===== config.mk =====
export PLATFORM = sky130hd
export DESIGN_NAME = cpu_prefetch_unit
export DESIGN_NICKNAME = d
export VERILOG_FILES = /design/src/rtl/cpu_fetch_pkg.sv /design/src/rtl/fetch_fifo.sv /design/src/rtl/cpu_prefetch_unit.sv
export SDC_FILE = /design/constraint.sdc
export NUM_CORES = 1
export LEC_CHECK = 0
export CORE_ASPECT_RATIO = 2
export CORE_MARGIN = 2
export CORE_UTILIZATION = 55
export DETAILED_ROUTE_END_ITERATION = 8
export PLACE_DENSITY = 0.8
export SLEW_MARGIN = 0
export SYNTH_ARGS = -nofsm -noshare
export SYNTH_HDL_FRONTEND = slang
export SYNTH_HIERARCHICAL = 1
export SYNTH_SLANG_ARGS = --single-unit

===== constraint.sdc =====
create_clock -name clk -period 3.98 [get_ports clk]
set_input_delay 1.194 -clock clk [delete_from_list [all_inputs] [get_ports clk]]
set_output_delay 1.194 -clock clk [all_outputs]
set_load 0.02 [all_outputs]

===== src/rtl/cpu_fetch_pkg.sv =====
// Shared types and width helpers for the instruction prefetch unit.
package cpu_fetch_pkg;

  typedef enum logic {
    COLD  = 1'b0,
    FETCH = 1'b1
  } fetch_state_t;

  // Widest PC an in-flight entry can carry; narrower PCs are zero-extended.
  localparam int MAX_PCW = 32;

  typedef struct packed {
    logic               valid;
    logic [MAX_PCW-1:0] pc;
  } inflight_t;

  function automatic int ptr_w(input int depth);
    return $clog2(depth);
  endfunction

  function automatic int cnt_w(input int depth);
    return $clog2(depth) + 1;
  endfunction

endpackage


===== src/rtl/fetch_fifo.sv =====
// Synchronous instruction buffer with flush; head word is visible combinationally.
module fetch_fifo
  import cpu_fetch_pkg::*;
#(
  parameter int WIDTH = 51,
  parameter int DEPTH = 4,
  localparam int PW = ptr_w(DEPTH),
  localparam int CW = cnt_w(DEPTH)
) (
  input  logic             clk,
  input  logic             resetn,
  input  logic             i_flush,
  input  logic             i_push,
  input  logic [WIDTH-1:0] i_data,
  input  logic             i_pop,
  output logic [WIDTH-1:0] o_data,
  output logic [CW-1:0]    o_count,
  output logic             o_empty,
  output logic             o_full
);

  logic [WIDTH-1:0] r_mem [DEPTH];
  logic [PW-1:0]    r_wr_ptr;
  logic [PW-1:0]    r_rd_ptr;
  logic [CW-1:0]    r_count;
  logic             w_do_push;
  logic             w_do_pop;

  assign o_empty = (r_count == '0);
  assign o_full  = (r_count == CW'(DEPTH));
  assign o_count = r_count;
  assign o_data  = r_mem[r_rd_ptr];

  // Flush wins over both push and pop in the same cycle.
  assign w_do_pop  = i_pop && !i_flush && !o_empty;
  assign w_do_push = i_push && !i_flush && (!o_full || w_do_pop);

  always_ff @(posedge clk or negedge resetn) begin
    if (!resetn) begin
      r_wr_ptr <= '0;
      r_rd_ptr <= '0;
      r_count  <= '0;
    end else if (i_flush) begin
      r_wr_ptr <= '0;
      r_rd_ptr <= '0;
      r_count  <= '0;
    end else begin
      if (w_do_push) r_wr_ptr <= r_wr_ptr + PW'(1);
      if (w_do_pop)  r_rd_ptr <= r_rd_ptr + PW'(1);
      case ({w_do_push, w_do_pop})
        2'b10:   r_count <= r_count + CW'(1);
        2'b01:   r_count <= r_count - CW'(1);
        default: r_count <= r_count;
      endcase
    end
  end

  always_ff @(posedge clk) begin
    if (w_do_push) r_mem[r_wr_ptr] <= i_data;
  end

endmodule


===== src/rtl/cpu_prefetch_unit.sv =====
// Sequential instruction prefetcher with credit-based issue, in-flight tracking and redirect flush.
// Optional performance counters are enabled by defining CPU_PREFETCH_PERF_EN.
module cpu_prefetch_unit
  import cpu_fetch_pkg::*;
#(
  parameter int AWID       = 10,
  parameter int PCW        = 19,
  parameter int IWID       = 32,
  parameter int MEM_LAT    = 1,
  parameter int FIFO_DEPTH = 4,
  parameter int COLD_DELAY = 3
) (
  input  logic            clk,
  input  logic            resetn,
  input  logic            redirect_i,
  input  logic [PCW-1:0]  redirect_pc_i,
  input  logic            inst_ready_i,
  output logic            inst_valid_o,
  output logic [IWID-1:0] inst_o,
  output logic [PCW-1:0]  inst_pc_o,
  output logic            mem_rden_o,
  output logic [AWID-1:0] mem_addr_o,
  input  logic [IWID-1:0] mem_data_i,
  output logic [PCW-1:0]  nxt_pc_o
`ifdef CPU_PREFETCH_PERF_EN
  ,
  output logic [31:0]     fetch_cnt_o,
  output logic [31:0]     flush_cnt_o
`endif
);

  localparam int CW  = cnt_w(FIFO_DEPTH);
  localparam int LW  = $clog2(MEM_LAT + 1);
  localparam int SW  = ((CW > LW) ? CW : LW) + 1;
  localparam int CDW = $clog2(COLD_DELAY + 1);
  localparam int FW  = IWID + PCW;

  fetch_state_t    r_state;
  logic [CDW-1:0]  r_cold_cnt;
  logic [PCW-1:0]  r_pc;
  inflight_t       r_pipe [MEM_LAT];

  inflight_t       w_issue_entry;
  inflight_t       w_tail;
  logic [PCW-1:0]  w_resp_pc;
  logic [LW-1:0]   w_inflight_cnt;
  logic [SW-1:0]   w_occupancy;
  logic            w_issue;
  logic            w_push;
  logic            w_pop;
  logic [FW-1:0]   w_head;
  logic [CW-1:0]   w_fifo_count;
  logic            w_fifo_empty;
  logic            w_fifo_full;

  always_comb begin
    w_inflight_cnt = '0;
    for (int i = 0; i < MEM_LAT; i++) begin
      w_inflight_cnt = w_inflight_cnt + LW'(r_pipe[i].valid);
    end
  end

  // Buffered plus outstanding words never exceed the FIFO, so every response has a slot.
  assign w_occupancy   = SW'(w_fifo_count) + SW'(w_inflight_cnt);
  assign w_issue       = (r_state == FETCH) && !redirect_i && (w_occupancy < SW'(FIFO_DEPTH));
  assign w_issue_entry = '{valid: w_issue, pc: MAX_PCW'(r_pc)};

  assign mem_rden_o = w_issue;
  assign mem_addr_o = r_pc[AWID-1:0];
  assign nxt_pc_o   = r_pc;

  always_ff @(posedge clk or negedge resetn) begin
    if (!resetn) begin
      r_state    <= COLD;
      r_cold_cnt <= CDW'(COLD_DELAY);
      r_pc       <= '0;
    end else begin
      case (r_state)
        COLD: begin
          if (r_cold_cnt == CDW'(1)) begin
            r_cold_cnt <= '0;
            r_state    <= FETCH;
          end else begin
            r_cold_cnt <= r_cold_cnt - CDW'(1);
          end
        end
        FETCH:   r_state <= FETCH;
        default: r_state <= COLD;
      endcase
      if (redirect_i) begin
        r_pc <= redirect_pc_i;
      end else if (w_issue) begin
        r_pc <= r_pc + PCW'(1);
      end
    end
  end

  // Read tracking: stage 0 holds the read issued last cycle; the last stage lines up with mem_data_i.
  always_ff @(posedge clk or negedge resetn) begin
    if (!resetn) begin
      for (int i = 0; i < MEM_LAT; i++) r_pipe[i] <= '0;
    end else if (redirect_i) begin
      for (int i = 0; i < MEM_LAT; i++) r_pipe[i] <= '0;
    end else begin
      r_pipe[0] <= w_issue_entry;
      for (int i = 1; i < MEM_LAT; i++) r_pipe[i] <= r_pipe[i-1];
    end
  end

  assign w_tail    = r_pipe[MEM_LAT-1];
  assign w_resp_pc = w_tail.pc[PCW-1:0];
  assign w_push    = w_tail.valid;
  assign w_pop     = inst_valid_o && inst_ready_i;

  fetch_fifo #(
    .WIDTH (FW),
    .DEPTH (FIFO_DEPTH)
  ) u_fifo (
    .clk     (clk),
    .resetn  (resetn),
    .i_flush (redirect_i),
    .i_push  (w_push),
    .i_data  ({mem_data_i, w_resp_pc}),
    .i_pop   (w_pop),
    .o_data  (w_head),
    .o_count (w_fifo_count),
    .o_empty (w_fifo_empty),
    .o_full  (w_fifo_full)
  );

  assign inst_valid_o = !w_fifo_empty;
  assign inst_o       = w_fifo_empty ? '0 : w_head[FW-1:PCW];
  assign inst_pc_o    = w_fifo_empty ? '0 : w_head[PCW-1:0];

  assert property (@(posedge clk) disable iff (!resetn)
    !(w_push && w_fifo_full && !w_pop && !redirect_i));
  assert property (@(posedge clk) disable iff (!resetn)
    ((w_tail.pc >> PCW) == '0));

`ifdef CPU_PREFETCH_PERF_EN
  logic [31:0] r_fetch_cnt;
  logic [31:0] r_flush_cnt;
  logic        w_discard;

  // A redirect only counts as a flush when it actually throws work away.
  assign w_discard = !w_fifo_empty || (w_inflight_cnt != '0);

  always_ff @(posedge clk or negedge resetn) begin
    if (!resetn) begin
      r_fetch_cnt <= '0;
      r_flush_cnt <= '0;
    end else begin
      if (w_issue && (r_fetch_cnt != '1)) r_fetch_cnt <= r_fetch_cnt + 32'd1;
      if (redirect_i && w_discard && (r_flush_cnt != '1)) r_flush_cnt <= r_flush_cnt + 32'd1;
    end
  end

  assign fetch_cnt_o = r_fetch_cnt;
  assign flush_cnt_o = r_flush_cnt;
`endif

endmodule


==> results.json <==
{
  "clkTransAtPathRegs_ns": 0.07,
  "num_rows": 71,
  "tightestPinTransition_ns": 0.790,
  "drc": 0,
  "coreArea_um2": 18700,
  "fmax_mhz": 260,
  "min_from": "r_pipe[10]",
  "critPathKind": "flip-flop to primary output",
  "timing.critical_path.buf_inv": 2,
  "layout_setup_ws_ns": 0.130,
  "grt_pass1_wl_um": 31700,
  "required_ns": 2.79,
  "r2r_start": "u_fifo/o_count[0]",
  "fp.dieW_um": 101,
  "hold_depth": 0,
  "synth_area_um2": 10400,
  "rsz0062_at_grt": "false",
  "crit_family": "buffers and inverters",
  "grt_pass1_vias": 5770,
  "relSlewSlack_pct": 47.3,
  "peakVddDrop_mv": 0.284,
  "htree_levels": 1,
  "hp-class": "flip-flop to flip-flop",
  "setup_tns_ns": 0,
  "path_max_fanout": 20,
  "cts_tree": "built",
  "finalWirelength_um": 20200,
  "fin_skew_ns": 0.0204,
  "crit_chain": "buf_12 -> mux4_2 -> nor2b_1 -> clkdlybuf4s50_1",
  "powerDensity_nw_per_um2": 490,
  "final_net_count": 763,
  "start_kind": "flip-flop",
  "cp.arrival_ns": 2.66,
  "portBuffers": 136,
  "reg2reg_depth": 9,
  "postRouteAntennaNets": 0,
  "drtIter0Drc": 338,
  "post-place-ws_ns": 0.487,
  "r2r-end": "u_fifo/o_count[2]",
  "nFillCells": 1203,
  "post-route-period-util_pct": 96.7,
  "gr-usage-all-layers_pct": 20.7,
  "yosys_warnings": 6,
  "holdPathEnd": "u_fifo/r_mem[1][10]",
  "cellLeakagePower_nw": 4.19,
  "endpoint_kind": "primary output",
  "setup_viol": 0,
  "gp_congestion": 0.800,
  "root_buffer": "clkbuf_16",
  "avgViaCountPerCell": 5.83,
  "io-pin-count": 137,
  "cts.sinks": 253,
  "fin_crit_ns": 3.85,
  "cts_buffer_depth": 3,
  "n_antenna_cell": 0,
  "netlist_instances": 571,
  "post_cts_resized": 0,
  "grt_antenna_before_repair": 0,
  "dr.pass1.iters": 5,
  "grt_max_degree": 66,
  "hold_buffers": 0,
  "drt-wirelength-per-cell_um": 21.7,
  "drv_slew": 0,
  "dp_hpwl_um": 12300,
  "clk_latency_ns": 0.50,
  "drive_gt1_share_pct": 17.1,
  "crit_slowest_cell": "dfrtp_4",
  "final_util_pct": 67.5,
  "hold_viol": 0,
  "postCtsSetupBuffers": 0,
  "crit_path_max_incr_delay_ns": 0.62,
  "finalNonFillerCells": 934,
  "power_mw": 6.17,
  "syn-mean-instance-area_um2": 18.2,
  "grt_overflow_total": 0,
  "vias": 5443,
  "areaGrowthSynthToFinish_pct": 21.4,
  "reg2reg_setup_slack_ns": 1.01,
  "die_h_um": 198,
  "syn_nets": 633,
  "dp_cells": 897,
  "status": "complete, no violations",
  "numCtsBuffers": 21,
  "dieArea_um2": 20000,
  "drv_cap": 0,
  "start_util_pct": 55.6
}
==> registers in the layout, summed over array words and instances (netlist names) <==
register         count
u_fifo/o_count       3
u_fifo/r_wr_ptr      2
r_state              1
u_fifo/r_rd_ptr      2
r_cold_cnt           2
u_fifo/r_mem       204
nxt_pc_o            19
r_pipe              19
w_push               1
==> final cells by class <==
class                      count  area [um^2]  area share (%)
clock buffer                  26          564            4.48
clock inverter                11          141            1.12
inverter                       8         30.0           0.238
multi-input combinational    270         2690            21.3
sequential                   253         7360            58.5
tap                          219          274            2.18
timing repair buffer         147         1530            12.2
==> how the worst max path moves through the flow <==
| stage | start | to | slack, ns | depth (start not counted) |
|---|---|---|---|---|
| 3_5_place_dp | inst_ready_i | u_fifo/o_count[1] | 0.49 | 8 |
| 5_1_grt | u_fifo/r_rd_ptr[0] | inst_pc_o[9] | 0.03 | 4 |
| 4_1_cts | u_fifo/r_rd_ptr[0] | inst_pc_o[1] | 0.09 | 4 |
| 6_report | u_fifo/r_rd_ptr[0] | inst_pc_o[9] | 0.13 | 4 |
| 3_3_place_gp | inst_ready_i | u_fifo/o_count[1] | 0.54 | 8 |
| 2_1_floorplan | inst_ready_i | u_fifo/r_mem[0][0] | 0.46 | 4 |
==> cell usage in the layout, fill, tap and decap left out, types with 2 or more instances in the layout <==
master           count
edfxtp_1           204
clkdlybuf4s50_1    134
nor2b_1             70
mux4_2              48
dfrtp_1             45
nand2_1             22
clkbuf_16           21
o21ai_0             13
nor2_1              12
nand3_1             11
xor2_1               9
inv_1                8
buf_12               8
ha_1                 6
o31ai_1              5
or2_2                4
nand4_1              4
and2_2               4
a221o_1              3
or4_1                3
a31oi_1              3
mux2i_1              3
clkbuf_1             3
bufinv_16            3
clkinv_2             3
buf_4                3
mux4_1               3
nand3_4              2
and4_1               2
nor3_1               2
and4b_1              2
o311ai_0             2
nor4_1               2
xnor2_1              2
or3_1                2
clkbuf_8             2
clkinvlp_4           2
buf_2                2
dfstp_2              2
==> report_power, final <==
group | leakage [nW] | switching, mW | total [mW] | internal [mW]
Clock | 0.341 | 0.903 | 2.11 | 1.21
Combinational | 1.38 | 0.477 | 0.938 | 0.461
Sequential | 2.47 | 0.108 | 3.12 | 3.01
Total | 4.19 | 1.49 | 6.17 | 4.68
==> through the flow <==
step                hold WS, ns  cell area (um^2)
floorplan                 0.455             10400
global placement          0.464             11900
detailed placement        0.474             11900
CTS                       0.491             12600
global route              0.502             12600
finish                    0.491             12600
==> layer usage <==
metal	global-route usage, %	up-vias	wire, um
met3	2.54	28	898
li1	-	2458	-
met1	24.8	2778	7350
met5	0	-	0
met4	5.61	0	438
met2	38.8	179	11600
Power figures use the tool's default switching activity.
